### src/rtl/adaptive_binarize.sv
// adaptive_binarize
//   Turns the smoothed 8-bit luminance stream into a 1-bit image. The
//   threshold is either a fixed value or the previous frame's mean luminance
//   plus a signed offset. The mean comes from a frame accumulator and a
//   restoring divider. A new threshold is adopted only on a vsync rising
//   edge, so it never changes in the middle of a frame.
//
// Ports
//   clk, rst_n                      pixel clock, async active-low reset
//   per_frame_vsync/href/clken      input sync strobes
//   per_y                           smoothed luminance
//   bin_mode                        0 = adaptive, 1 = fixed threshold
//   fixed_thresh                    threshold used in fixed mode
//   thresh_offset                   signed offset added to the mean
//   post_frame_vsync/href/clken     input sync strobes delayed one clock
//   post_bit                        1 when the pixel is above the threshold
//   cur_thresh                      threshold applied to the current frame
//   thresh_update                   one-clock pulse when a new mean-based
//                                   pending threshold is written
module adaptive_binarize #(
  parameter logic [8:0] IMG_HDISP   = 9'd320,
  parameter logic [7:0] IMG_VDISP   = 8'd240,
  parameter logic [7:0] THRESH_INIT = 8'd128
) (
  input  logic       clk,
  input  logic       rst_n,
  input  logic       per_frame_vsync,
  input  logic       per_frame_href,
  input  logic       per_frame_clken,
  input  logic [7:0] per_y,
  input  logic       bin_mode,
  input  logic [7:0] fixed_thresh,
  input  logic [7:0] thresh_offset,
  output logic       post_frame_vsync,
  output logic       post_frame_href,
  output logic       post_frame_clken,
  output logic       post_bit,
  output logic [7:0] cur_thresh,
  output logic       thresh_update
);

  localparam int PIX_MAX = int'(IMG_HDISP) * int'(IMG_VDISP);
  localparam int CNT_W   = $clog2(PIX_MAX + 1);
  localparam int SUM_W   = CNT_W + 8;
  localparam int STEP_W  = $clog2(SUM_W);

  typedef enum logic [1:0] {S_IDLE, S_DIV, S_CALC} state_t;

  state_t              state;
  logic [SUM_W-1:0]    sum;
  logic [CNT_W-1:0]    cnt;
  logic [SUM_W-1:0]    quo;
  logic [CNT_W-1:0]    rem;
  logic [CNT_W-1:0]    divisor;
  logic [STEP_W-1:0]   step;
  logic signed [9:0]   calc_val;
  logic [7:0]          thr_pending;
  logic                pend_req;
  logic [SUM_W-1:0]    pend_sum;
  logic [CNT_W-1:0]    pend_cnt;

  // post_frame_vsync doubles as the registered vsync used for edge detection.
  logic frame_start, frame_end, frame_has_pix;
  assign frame_start   = per_frame_vsync & ~post_frame_vsync;
  assign frame_end     = ~per_frame_vsync & post_frame_vsync;
  assign frame_has_pix = (cnt != '0);

  // One restoring-division step: shift the next dividend bit into the
  // remainder and subtract the divisor when it fits.
  logic [CNT_W:0]    trial, trial_sub;
  logic              fits;
  logic [CNT_W-1:0]  rem_nxt;
  logic [SUM_W-1:0]  quo_nxt;
  assign trial     = {rem, quo[SUM_W-1]};
  assign fits      = (trial >= {1'b0, divisor});
  assign trial_sub = trial - {1'b0, divisor};
  assign rem_nxt   = fits ? trial_sub[CNT_W-1:0] : trial[CNT_W-1:0];
  assign quo_nxt   = {quo[SUM_W-2:0], fits};

  // Mean clamped to 8 bits, plus the sign-extended offset in 10-bit signed.
  logic [7:0]        q_clamp;
  logic signed [9:0] mean_s, offset_s, calc_nxt;
  assign q_clamp  = (|quo_nxt[SUM_W-1:8]) ? 8'hFF : quo_nxt[7:0];
  assign mean_s   = {2'b00, q_clamp};
  assign offset_s = {{2{thresh_offset[7]}}, thresh_offset};
  assign calc_nxt = mean_s + offset_s;

  logic [7:0] calc_sat;
  // NOTE: give every always_comb output a default first so no path can
  // leave it unassigned and infer a latch.
  always_comb begin
    calc_sat = calc_val[7:0];
    if (calc_val[9])      calc_sat = 8'h00;
    else if (calc_val[8]) calc_sat = 8'hFF;
  end

  // Pixel path and threshold adoption.
  // NOTE: registers use non-blocking assignments so every flop samples the
  // pre-edge value of the others, independent of statement order.
  always_ff @(posedge clk or negedge rst_n) begin
    if (!rst_n) begin
      post_frame_vsync <= 1'b0;
      post_frame_href  <= 1'b0;
      post_frame_clken <= 1'b0;
      post_bit         <= 1'b0;
      cur_thresh       <= THRESH_INIT;
    end else begin
      post_frame_vsync <= per_frame_vsync;
      post_frame_href  <= per_frame_href;
      post_frame_clken <= per_frame_clken;
      if (per_frame_clken) post_bit <= (per_y > cur_thresh);
      if (frame_start)     cur_thresh <= bin_mode ? fixed_thresh : thr_pending;
    end
  end

  // Frame accumulator; runs in both modes so the mean is always fresh.
  always_ff @(posedge clk or negedge rst_n) begin
    if (!rst_n) begin
      sum <= '0;
      cnt <= '0;
    end else if (frame_end) begin
      sum <= '0;
      cnt <= '0;
    end else if (per_frame_clken && per_frame_vsync) begin
      sum <= sum + {{CNT_W{1'b0}}, per_y};
      cnt <= cnt + CNT_W'(1);
    end
  end

  // Mean FSM. A frame end that arrives while busy is parked in a one-entry
  // pending slot (latest frame wins) and started on return to IDLE.
  always_ff @(posedge clk or negedge rst_n) begin
    if (!rst_n) begin
      state         <= S_IDLE;
      quo           <= '0;
      rem           <= '0;
      divisor       <= '0;
      step          <= '0;
      calc_val      <= '0;
      thr_pending   <= THRESH_INIT;
      thresh_update <= 1'b0;
      pend_req      <= 1'b0;
      pend_sum      <= '0;
      pend_cnt      <= '0;
    end else begin
      thresh_update <= 1'b0;

      if (frame_end && frame_has_pix && state != S_IDLE) begin
        pend_req <= 1'b1;
        pend_sum <= sum;
        pend_cnt <= cnt;
      end

      case (state)
        S_IDLE: begin
          if (frame_end && frame_has_pix) begin
            quo      <= sum;
            divisor  <= cnt;
            rem      <= '0;
            step     <= '0;
            pend_req <= 1'b0;
            state    <= S_DIV;
          end else if (pend_req) begin
            quo      <= pend_sum;
            divisor  <= pend_cnt;
            rem      <= '0;
            step     <= '0;
            pend_req <= 1'b0;
            state    <= S_DIV;
          end
        end
        S_DIV: begin
          quo <= quo_nxt;
          rem <= rem_nxt;
          if (step == STEP_W'(SUM_W - 1)) begin
            calc_val <= calc_nxt;
            state    <= S_CALC;
          end else begin
            step <= step + STEP_W'(1);
          end
        end
        S_CALC: begin
          thr_pending   <= calc_sat;
          thresh_update <= 1'b1;
          state         <= S_IDLE;
        end
        default: state <= S_IDLE;
      endcase
    end
  end

endmodule

### config.mk
export PLATFORM = sky130hd
export DESIGN_NAME = adaptive_binarize
export DESIGN_NICKNAME = d
export VERILOG_FILES = /design/src/rtl/adaptive_binarize.sv
export SDC_FILE = /design/constraint.sdc
export NUM_CORES = 1
export LEC_CHECK = 0
export ABC_AREA = 0
export BUFFER_PORTS_ARGS = -buffer_cell sky130_fd_sc_hd__buf_2
export CAP_MARGIN = 10
export CORE_MARGIN = 3
export CORE_UTILIZATION = 54
export CTS_CLUSTER_SIZE = 28
export DETAILED_ROUTE_END_ITERATION = 6
export MAX_ROUTING_LAYER = met4
export PLACE_DENSITY = 0.74
export SYNTH_ARGS = -nofsm -noshare
export SYNTH_HDL_FRONTEND = slang
export SYNTH_SLANG_ARGS = --single-unit
### constraint.sdc
create_clock -name clk -period 3.9 [get_ports clk]
set_clock_uncertainty 0.1 [all_clocks]
set_input_delay 0.195 -clock clk [delete_from_list [all_inputs] [get_ports clk]]
set_output_delay 0.195 -clock clk [all_outputs]
set_load 0.1 [all_outputs]
==> results of run 1 <==
==> cell usage in the layout, fill, tap and decap left out, drive strengths merged, types with 3 or more instances in the layout <==
master,synthesis,final
ha,46,46
inv,45,53
dfrtp,180,180
nand4,30,30
dlygate4sd3,0,12
clkinv,0,5
a22o,4,4
mux2i,26,26
a31oi,4,4
fa,3,3
o311ai,8,8
nand3,58,58
o21ai,99,99
nor3,8,8
xnor2,16,16
a211oi,5,5
nor4,7,7
nand2,145,145
a211o,3,3
and3,9,9
a21oi,73,73
buf,36,69
xor2,18,18
clkbuf,21,18
and2,6,6
o211ai,13,13
nand2b,15,15
mux2,42,42
o31ai,14,14
or3,3,3
and4,3,3
a21o,6,6
nor2,43,43
nor2b,12,12
==> per-layer routing <==
metal	routed length [µm]	track usage, %	share of wire [%]
met5	0	-	0
met4	501	8.75	2.2
met3	906	4.10	3.9
met2	11400	39.1	50
met1	10200	31.0	44
==> synthesized netlist by cell type (12+ instances only) <==
master	number	area [µm²]
xor2_1	18	158
ha_1	46	576
buf_6	14	158
clkbuf_1	21	78.8
nand3_1	58	290
a21oi_1	71	355
nand2b_1	15	93.8
xnor2_1	16	140
nor2_1	42	158
nor2b_1	12	75.1
o31ai_1	13	97.6
o21ai_1	29	145
nand4_1	30	188
inv_1	45	169
mux2_1	40	450
mux2i_1	26	260
dfrtp_1	180	4500
nand2_1	143	537
o21ai_0	69	345
==> power by group through the flow <==
| stage | Sequential, mW | Clock, mW | Combinational (mW) |
|---|---|---|---|
| 3_3_place_gp | 2.79 | 0 | 2.76 |
| 2_1_floorplan | 2.74 | 0 | 2.24 |
| 5_1_grt | 2.86 | 1.83 | 3.22 |
| 3_5_place_dp | 2.81 | 0 | 2.84 |
| 6_report | 2.80 | 1.72 | 2.89 |
| 4_1_cts | 2.78 | 1.74 | 2.88 |
==> per-stage QoR <==
stage | std cells | setup TNS [ns]
2_1_floorplan | 1030 | 0
3_3_place_gp | 1270 | 0
3_5_place_dp | 1270 | -0.00770
4_1_cts | 1315 | 0
5_1_grt | 1317 | -0.0536
6_report | 1317 | 0
==> cell families after synthesis <==
kind of cell,Yosys count
AO/OA/AOI/OAI,246
XOR/XNOR,34
adder cells (fa/ha/maj),49
buffers and inverters,102
flip-flops,182
multiplexers,68
AND/OR/NAND/NOR,349
==> tightest hold or removal path, cell delays in order <==
cell and delay [ns]:
buf_2 0.13, xor2_1 0.07, o21ai_0 0.13
==> sequential cells by signal, summed over array words and instances, names as in the netlist, 2 cells and up <==
signal and count:
thr_pending 8, rem 17, state 2, step 5, pend_cnt 17, quo 25
cur_thresh 8, calc_val 10, divisor 17, sum 25, cnt 17, pend_sum 25
==> repair_timing <==
action | in CTS | in global routing
setup buffers | 1 | 1
hold buffers | 12 | 0
hold endpoints to repair | 125 | 0
pin swaps | 2 | 2
gates resized for setup | 2 | 9
setup endpoints to repair | 1 | 4
==> area by class of cell <==
class / instances / share of cell area (%)
multi-input cells: 746 / 44.8
flip-flops and latches: 182 / 40.9
repair buffers: 82 / 5.04
clock buffers: 17 / 3.81
well taps: 229 / 2.57
inverters: 45 / 1.51
clock inverters: 15 / 1.42
diodes: 1 / 0.0224
==> worst paths after layout <==
path	startpoint	endpoint	cells after the start
max reg2reg	quo[24]	calc_val[8]	20
max	quo[24]	calc_val[8]	20
min reg2reg	thr_pending[4]	thr_pending[4]	2
min in group asynchronous	rst_n	cnt[8]	2
max in group asynchronous	rst_n	quo[0]	3
min	thresh_offset[7]	calc_val[9]	3
==> results.cfg, run 1 <==
[logic_synthesis]
dominantRegCellSynth = dfrtp_1
yosys.area_share.adder_pct = 6.33
syn_nets = 1109
synth.distinct_cells = 72
synth_area_per_cell_um2 = 9.75
synthArstFlopShare_pct = 100
synth-simple-area-share_pct = 17.0
ys.warnings.count = 0
synth_top_family_by_area = simple AND/OR/NAND/NOR gates
synth_cells = 1030
synth-seq-cells = 182
synth-xor-area-share_pct = 2.97
synth_compound_area_share_pct = 15.8
syn_area_um2 = 10000
synth.area.mux_share_pct = 7.30
synth_edf_count = 0
yosysSeqAreaShare_pct = 45.4

[detailed_routing]
drt_wl_total_um = 23000
first_pass_iters = 5
num_vias = 7682
drt-initial-drc-count = 462
wl_per_cell_um = 17.4
viasPerCell = 5.83
drc = 0
ant_nets = 0

[global_routing]
grt_pass1_wl_um = 38500
grt_max_degree = 117
grt_pass1_vias = 7825
grtUsageTotal_pct = 24.2
grt_antenna_before_repair = 1
overflow = 0

[critical_path]
critPathMaxStageDelay_ns = 0.35
critical_path.top_delay_family = compound AO/OA/AOI/OAI gates
crit_buf_inv = 2
reg2reg_setup_slack_ns = 0.19
path_cells = inv_1 > ha_2 > fa_2 > nor2b_2 > o21bai_1 > a211o_1 > nand2_2 > o21ai_2 > and2_4 > nand2_1 > ha_2 > inv_1 > fa_2 > nor2b_1 > o21ai_1 > a21oi_1 > o21ai_1 > a211oi_2 > o21ai_1 > a31o_2
critical_path.max_fanout = 3
cp_common_cell = o21ai_1
crit_type = flip-flop to flip-flop
crit_arrival_ns = 3.94
cp_slowest_cell = dfrtp_1
crit_required_ns = 4.13
crit_path_end_kind = flip-flop
crit_path_start_kind = flip-flop

[power]
p_seq_share_pct = 37.8
power_mw = 7.41
clkPwrFrac_pct = 23.2
switching_share_pct = 39.4
combPwrFrac_pct = 39.0
leakage_nw = 5.04
p_int_mw = 4.49
ir_drop_mv = 0.381
power.density_nw_per_um2 = 665
power.switching_mw = 2.92

[timing]
finalCritPeriodShare_pct = 95.2
fin_ws_ns = 0.187
period_needed_ns = 3.71
tightest_slew_ns = 1.21
setup_viol = 0
finalMaxSlewViolations = 0
hold_slack_ns = 0.0240
finalHoldViolations = 0
relSlewSlack_pct = 19.4
max_freq_mhz = 269

[cts]
cts_made_buffers = 17
clock_sinks = 182
clk_path_buf_depth = 2
path_clk_slew_ns = 0.07
cts_root_buf = clkbuf_16
cts_tree = built
cts-htree-levels = 4
clk_latency_ns = 0.44

[finish]
final_design_area_no_fill_um2 = 11200
layout-drive-gt1-share_pct = 13.8
fill_cells = 1483
multiInputGateArea_um2 = 4990
seq_area_um2 = 4560
final_net_count = 1153
utilization_pct = 61.7
area_delta_synth_final_pct = 11.1

[floorplanning]
dieArea_um2 = 20300
die_w_um = 142
initial_core_util_pct = 55.5
fp.dieH_um = 142
ios = 43
rows = 49
core_area_um2 = 18100

[placed_design]
place_area_um2 = 10400
dp_hpwl_um = 15600
globalplace.congestion = 0.870
place_ws_ns = -0.00770
port_buffers = 42

[min_path]
hp-class = input port to flip-flop

[job]
max-cap-violations = 0

[outcome]
outcome = finished, final reports clean
Power figures use the tool's default switching activity.
==> inputs of run 2 (changes only) <==
--- a/config.mk
+++ b/config.mk
@@ -5,15 +5,15 @@
 export SDC_FILE = /design/constraint.sdc
 export NUM_CORES = 1
 export LEC_CHECK = 0
-export ABC_AREA = 0
+export ABC_AREA = 1
 export BUFFER_PORTS_ARGS = -buffer_cell sky130_fd_sc_hd__buf_2
-export CAP_MARGIN = 10
+export CAP_MARGIN = 20
 export CORE_MARGIN = 3
 export CORE_UTILIZATION = 54
 export CTS_CLUSTER_SIZE = 28
 export DETAILED_ROUTE_END_ITERATION = 6
 export MAX_ROUTING_LAYER = met4
-export PLACE_DENSITY = 0.74
+export PLACE_DENSITY_LB_ADDON = 0.15
 export SYNTH_ARGS = -nofsm -noshare
 export SYNTH_HDL_FRONTEND = slang
 export SYNTH_SLANG_ARGS = --single-unit
==> results.cfg, run 2 <==
[logic_synthesis]
synth_compound_area_share_pct = 11.3
synth.area.mux_share_pct = 0
synth_top_family_by_area = simple AND/OR/NAND/NOR gates
synth-seq-cells = 182
synth-xor-area-share_pct = 1.32
synthArstFlopShare_pct = 100
yosys-top-cells-area = dfrtp_1, nand2_1, inv_1, o21ai_0, nand3_1
ys.warnings.count = 0
synth_cells = 1426
yosys-top-cells-count = nand2_1, dfrtp_1, inv_1
synth_edf_count = 0
syn_area_um2 = 10600
synth_area_per_cell_um2 = 7.45
synth_top_cell_by_area = dfrtp_1
syn_nets = 1505
synth-simple-area-share_pct = 29.2
yosysSeqAreaShare_pct = 42.9
yosysMostFrequentCell = nand2_1
synth_top_area_share_pct = 42.4
yosys.area_share.adder_pct = 5.98
synth.distinct_cells = 45
dominantRegCellSynth = dfrtp_1

[finish]
final_common_cell = nand2_1
area_delta_synth_final_pct = 10.1
layout-drive-gt1-share_pct = 8.26
utilization_pct = 61.5
largestRegisters = pend_sum x25, quo x25, sum x25
final_cell_mix = nand2_1, dfrtp_1, inv_1, o21ai_0, nand3_1
final_net_count = 1543
final_cell_count_no_fill = 1737
diodes = 0

[critical_path]
crit_path_end_kind = flip-flop
crit_required_ns = 4.16
crit_arrival_ns = 3.45
crit_path_start_kind = flip-flop
crit_type = flip-flop to flip-flop
critical_path.max_fanout = 3

[power]
ir_drop_mv = 0.321
p_seq_share_pct = 38.1
clkPwrFrac_pct = 27.8
power.density_nw_per_um2 = 539
leakage_nw = 5.67
switching_share_pct = 38.3
p_int_mw = 3.89
power.switching_mw = 2.41
combPwrFrac_pct = 34.1

[global_routing]
use_met1_pct = 35.6
grt_pass1_vias = 8540
grtUsageMet2_pct = 38.0
grt_max_degree = 101
use_met3_pct = 2.95
grtUsageTotal_pct = 24.9
grt_antenna_before_repair = 0
busiest_layer = met2
grt_pass1_wl_um = 42800
overflow = 0

[detailed_routing]
viasPerCell = 5.25
drt_wl_total_um = 24800
wl_per_cell_um = 14.3
num_vias = 9121
ant_nets = 0
drc = 0
first_pass_iters = 5
drt-initial-drc-count = 779

[min_path]
hp-class = input port to flip-flop

[placed_design]
port_buffers = 42
dp_cells = 1694
globalplace.congestion = 0.906
dp_hpwl_um = 17600

[floorplanning]
fp.dieH_um = 146
die_w_um = 146
ios = 43
dieArea_um2 = 21400
rows = 50
core_area_um2 = 19000
initial_core_util_pct = 55.9

[timing]
setup_viol = 0
finalMaxSlewViolations = 0
finalCritPeriodShare_pct = 81.9
period_needed_ns = 3.19
rsz0062_at_grt = false
max_freq_mhz = 313
finalHoldViolations = 0
relSlewSlack_pct = 36.2
tightest_slew_ns = 0.953
finalSetupTns_ns = 0

[cts]
clk_path_buf_depth = 2
clk_latency_ns = 0.44
path_clk_slew_ns = 0.07
cts_tree = built
cts_resized = 0
cts_root_buf = clkbuf_16
cts_made_buffers = 17
cts-htree-levels = 4
clock_sinks = 182

[job]
max-cap-violations = 0

[outcome]
outcome = finished, final reports clean
-- run 2: cell types whose count changed in the layout (fill, tap and decap cells not counted), moves of 40 or more --
cell,delta
nand2_1,+288
inv_1,+131
o21ai_0,+66
nand3_1,+64
nor2_1,+42
mux2_1,-40
-- run 2: kinds of logic (layout without fill, tap and decap cells) --
kind of cell	after synthesis	in the layout
flip-flops	182	182
AND/OR/NAND/NOR	719	719
buffers and inverters	232	283
adder cells (fa/ha/maj)	49	49
AO/OA/AOI/OAI	228	228
XOR/XNOR	16	16
-- run 2: metal layers --
layer / up-vias / share of wire, %
met3: 28 / 3.4
met4: 0 / 1.5
met5: - / 0
li1: 4665 / -
met1: 4244 / 49
met2: 184 / 46
-- run 2: through the flow --
stage | worst slack [ns] | hold WS, ns | cell area, µm² | power, mW
3_5_place_dp | 0.742 | 0.205 | 11000 | 4.56
4_1_cts | 0.713 | 0.00382 | 11700 | 6.34
3_3_place_gp | 0.784 | 0.204 | 11000 | 4.52
5_1_grt | 0.421 | 0.0410 | 11700 | 6.79
2_1_floorplan | 0.781 | -0.201 | 10600 | 4.09
6_report | 0.707 | 0.0252 | 11700 | 6.31
-- run 2: final cells by class --
type / instances / area, µm²
Multi-Input combinational cell: 1012 / 5080
Sequential cell: 182 / 4560
Clock buffer: 19 / 453
Timing Repair Buffer: 68 / 454
Clock inverter: 13 / 138
Fill cell: 1771 / 7320
Inverter: 183 / 689
Tap cell: 260 / 325
-- run 2: final timing paths --
kind	start	end	slack, ns	cells after the start
max reg2reg	quo[24]	calc_val[6]	0.71	16
min in group asynchronous	rst_n	rem[7]	0.30	2
min reg2reg	cnt[15]	cnt[15]	0.35	1
max in group asynchronous	rst_n	cnt[1]	2.54	3
max	quo[24]	calc_val[6]	0.71	16
min	fixed_thresh[5]	cur_thresh[5]	0.03	5
-- run 2: power groups by stage --
stage | logic (mW) | clock network, mW | registers [mW]
after CTS | 2.15 | 1.79 | 2.40
after global placement | 2.10 | 0 | 2.42
after floorplan | 1.59 | 0 | 2.50
after detailed placement | 2.13 | 0 | 2.44
after global routing | 2.47 | 1.87 | 2.44
final | 2.15 | 1.75 | 2.40
-- run 2: timing repair --
action,4_1_cts,5_1_grt
setup buffers,0,0
hold endpoints to repair,108,0
hold buffers,11,0
-- run 2: critical path, cell delays in order (launching register included) --
cell      delay [ns]
dfrtp_1         0.34
inv_1           0.06
ha_1            0.23
fa_1            0.44
inv_1           0.10
nand3_1         0.11
nand3_2         0.11
nand2_2         0.05
nand3_1         0.13
ha_1            0.20
inv_1           0.06
fa_1            0.39
nand3b_1        0.19
nand2_1         0.14
a21oi_1         0.09
or2_2           0.28
a31oi_1         0.12
==> inputs of run 3 (changes only) <==
==> constraint.sdc (replaced) <==
create_clock -name clk -period 2.9 [get_ports clk]
set_clock_uncertainty 0.1 [all_clocks]
set_input_delay 0.145 -clock clk [delete_from_list [all_inputs] [get_ports clk]]
set_output_delay 0.145 -clock clk [all_outputs]
set_load 0.1 [all_outputs]
==> results.cfg, run 3 (synthesized netlist as in run 2, its figures left out) <==
[timing]
period_needed_ns = 2.82
max_freq_mhz = 355
finalCritPeriodShare_pct = 97.2
hold_slack_ns = 0.0411
tightest_slew_ns = 0.871
relSlewSlack_pct = 41.7
rsz0062_at_grt = true
finalMaxSlewViolations = 0
setup_viol = 0
finalHoldViolations = 0

[critical_path]
crit_required_ns = 3.17
critical_path.max_fanout = 6
path_cells = ha_4 > nand2_4 > nor2_4 > nand2_2 > nor3_4 > nor2_4 > nand3_4 > ha_4 > inv_2 > fa_2 > nand3b_1 > nand2_2 > a21oi_2 > or2_4 > a31oi_2
critPathMaxStageDelay_ns = 0.42
crit_path_end_kind = flip-flop
crit_arrival_ns = 3.09
crit_type = flip-flop to flip-flop
crit_path_start_kind = flip-flop
cp_slowest_cell = dfrtp_1

[global_routing]
grt_pass1_wl_um = 42800
grt_max_degree = 80
grtUsageTotal_pct = 25.0
grt_pass1_vias = 8741
overflow = 0
grt_antenna_before_repair = 0

[finish]
largestRegisters = pend_sum x25, quo x25, sum x25
layout-drive-gt1-share_pct = 13.9
final_common_cell = nand2_1
fill_cells = 1662
area_delta_synth_final_pct = 17.4
final_net_count = 1587
final_cell_mix = nand2_1, dfrtp_1, inv_1, o21ai_0, nand3_1
diodes = 0

[cts]
clock_sinks = 182
path_clk_slew_ns = 0.07
clk_latency_ns = 0.44
cts_root_buf = clkbuf_16
clk_path_buf_depth = 2
cts_tree = built
cts_made_buffers = 17
cts-htree-levels = 4

[min_path]
hp-class = input port to flip-flop

[power]
leakage_nw = 5.93
p_seq_share_pct = 36.0
power.switching_mw = 3.43
power_mw = 9.13
combPwrFrac_pct = 37.6
power.density_nw_per_um2 = 732
ir_drop_mv = 0.478
clkPwrFrac_pct = 26.4
switching_share_pct = 37.5
p_int_mw = 5.71

[detailed_routing]
drt_wl_total_um = 25500
drc = 0
ant_nets = 0
num_vias = 9293
first_pass_iters = 5
viasPerCell = 5.22
drt-initial-drc-count = 626
wl_per_cell_um = 14.3

[placed_design]
globalplace.congestion = 0.899
port_buffers = 42
dp_hpwl_um = 18000

[outcome]
outcome = finished, final reports clean

[floorplanning]
initial_core_util_pct = 55.9
ios = 43
dieArea_um2 = 21400
rows = 50
core_area_um2 = 19000
die_w_um = 146
fp.dieH_um = 146

[job]
max-cap-violations = 0
-- run 3: cell types whose count changed in the layout (fill, tap and decap cells not counted), sizes merged --
cell | before | now
bufinv | 1 | 2
dlygate4sd3 | 11 | 16
buf | 56 | 95
clkinv | 6 | 3
clkinvlp | 1 | 3
-- run 3: per-layer routing --
layer,vias to the layer above,GRT usage (%),routed length [µm]
li1,4753,-,-
met1,4329,34.2,12200
met2,178,39.1,11900
met3,33,4.00,977
met4,0,6.82,385
met5,-,-,0
-- run 3: final cells by class --
cell class                 instances  area (µm²)  share of cell area [%]
clock buffer                      19         443                    3.55
clock inverter                    13         163                    1.30
inverter                         183         689                    5.53
multi-input combinational       1012        5480                    43.9
sequential                       182        4560                    36.5
tap                              260         325                    2.61
timing repair buffer             112         822                    6.59
-- run 3: power groups by stage --
stage / Clock [mW] / Combinational, mW / Sequential (mW)
after floorplan: 0 / 2.26 / 3.40
after global placement: 0 / 3.06 / 3.29
after detailed placement: 0 / 3.08 / 3.31
after CTS: 2.45 / 3.14 / 3.26
after global routing: 2.56 / 3.90 / 3.33
final: 2.41 / 3.44 / 3.28
-- run 3: worst max-delay path: cells and delay by family (launching register included) --
family | cells | cell delay (ns)
compound gates | 2 | 0.22
simple gates | 9 | 1.19
flops | 1 | 0.42
buf+inv | 1 | 0.03
fa+ha+maj | 3 | 0.78
-- run 3: per-stage QoR --
step / utilization, % / setup TNS [ns] / std cells / setup WS, ns / instance area [µm²]
after detailed placement: 59.6 / -0.00323 / 1711 / -0.00323 / 11300
after global routing: 65.6 / -0.105 / 1781 / -0.0577 / 12500
after floorplan: - / -0.00745 / 1426 / -0.00745 / 10800
after CTS: 63.6 / 0 / 1760 / 0.000551 / 12100
final: 65.6 / 0 / 1781 / 0.0823 / 12500
after global placement: 59.6 / 0 / 1711 / 0.0789 / 11300
-- run 3: final timing paths --
kind	start	endpoint	slack (ns)	cells past startpoint
max	rem[12]	calc_val[6]	0.08	15
min	per_y[1]	sum[1]	0.04	4
max reg2reg	rem[12]	calc_val[6]	0.08	15
min reg2reg	cnt[15]	cnt[15]	0.36	1
max in group asynchronous	rst_n	step[1]	1.78	3
min in group asynchronous	rst_n	pend_sum[20]	0.19	2
-- run 3: timing repair --
action | in CTS | in global routing
pin swaps | 0 | 30
hold endpoints to repair | 88 | 0
endpoints found under the setup margin | 2 | 5
gates resized for setup | 2 | 42
buffers inserted | 1 | 21
hold buffers | 16 | 0
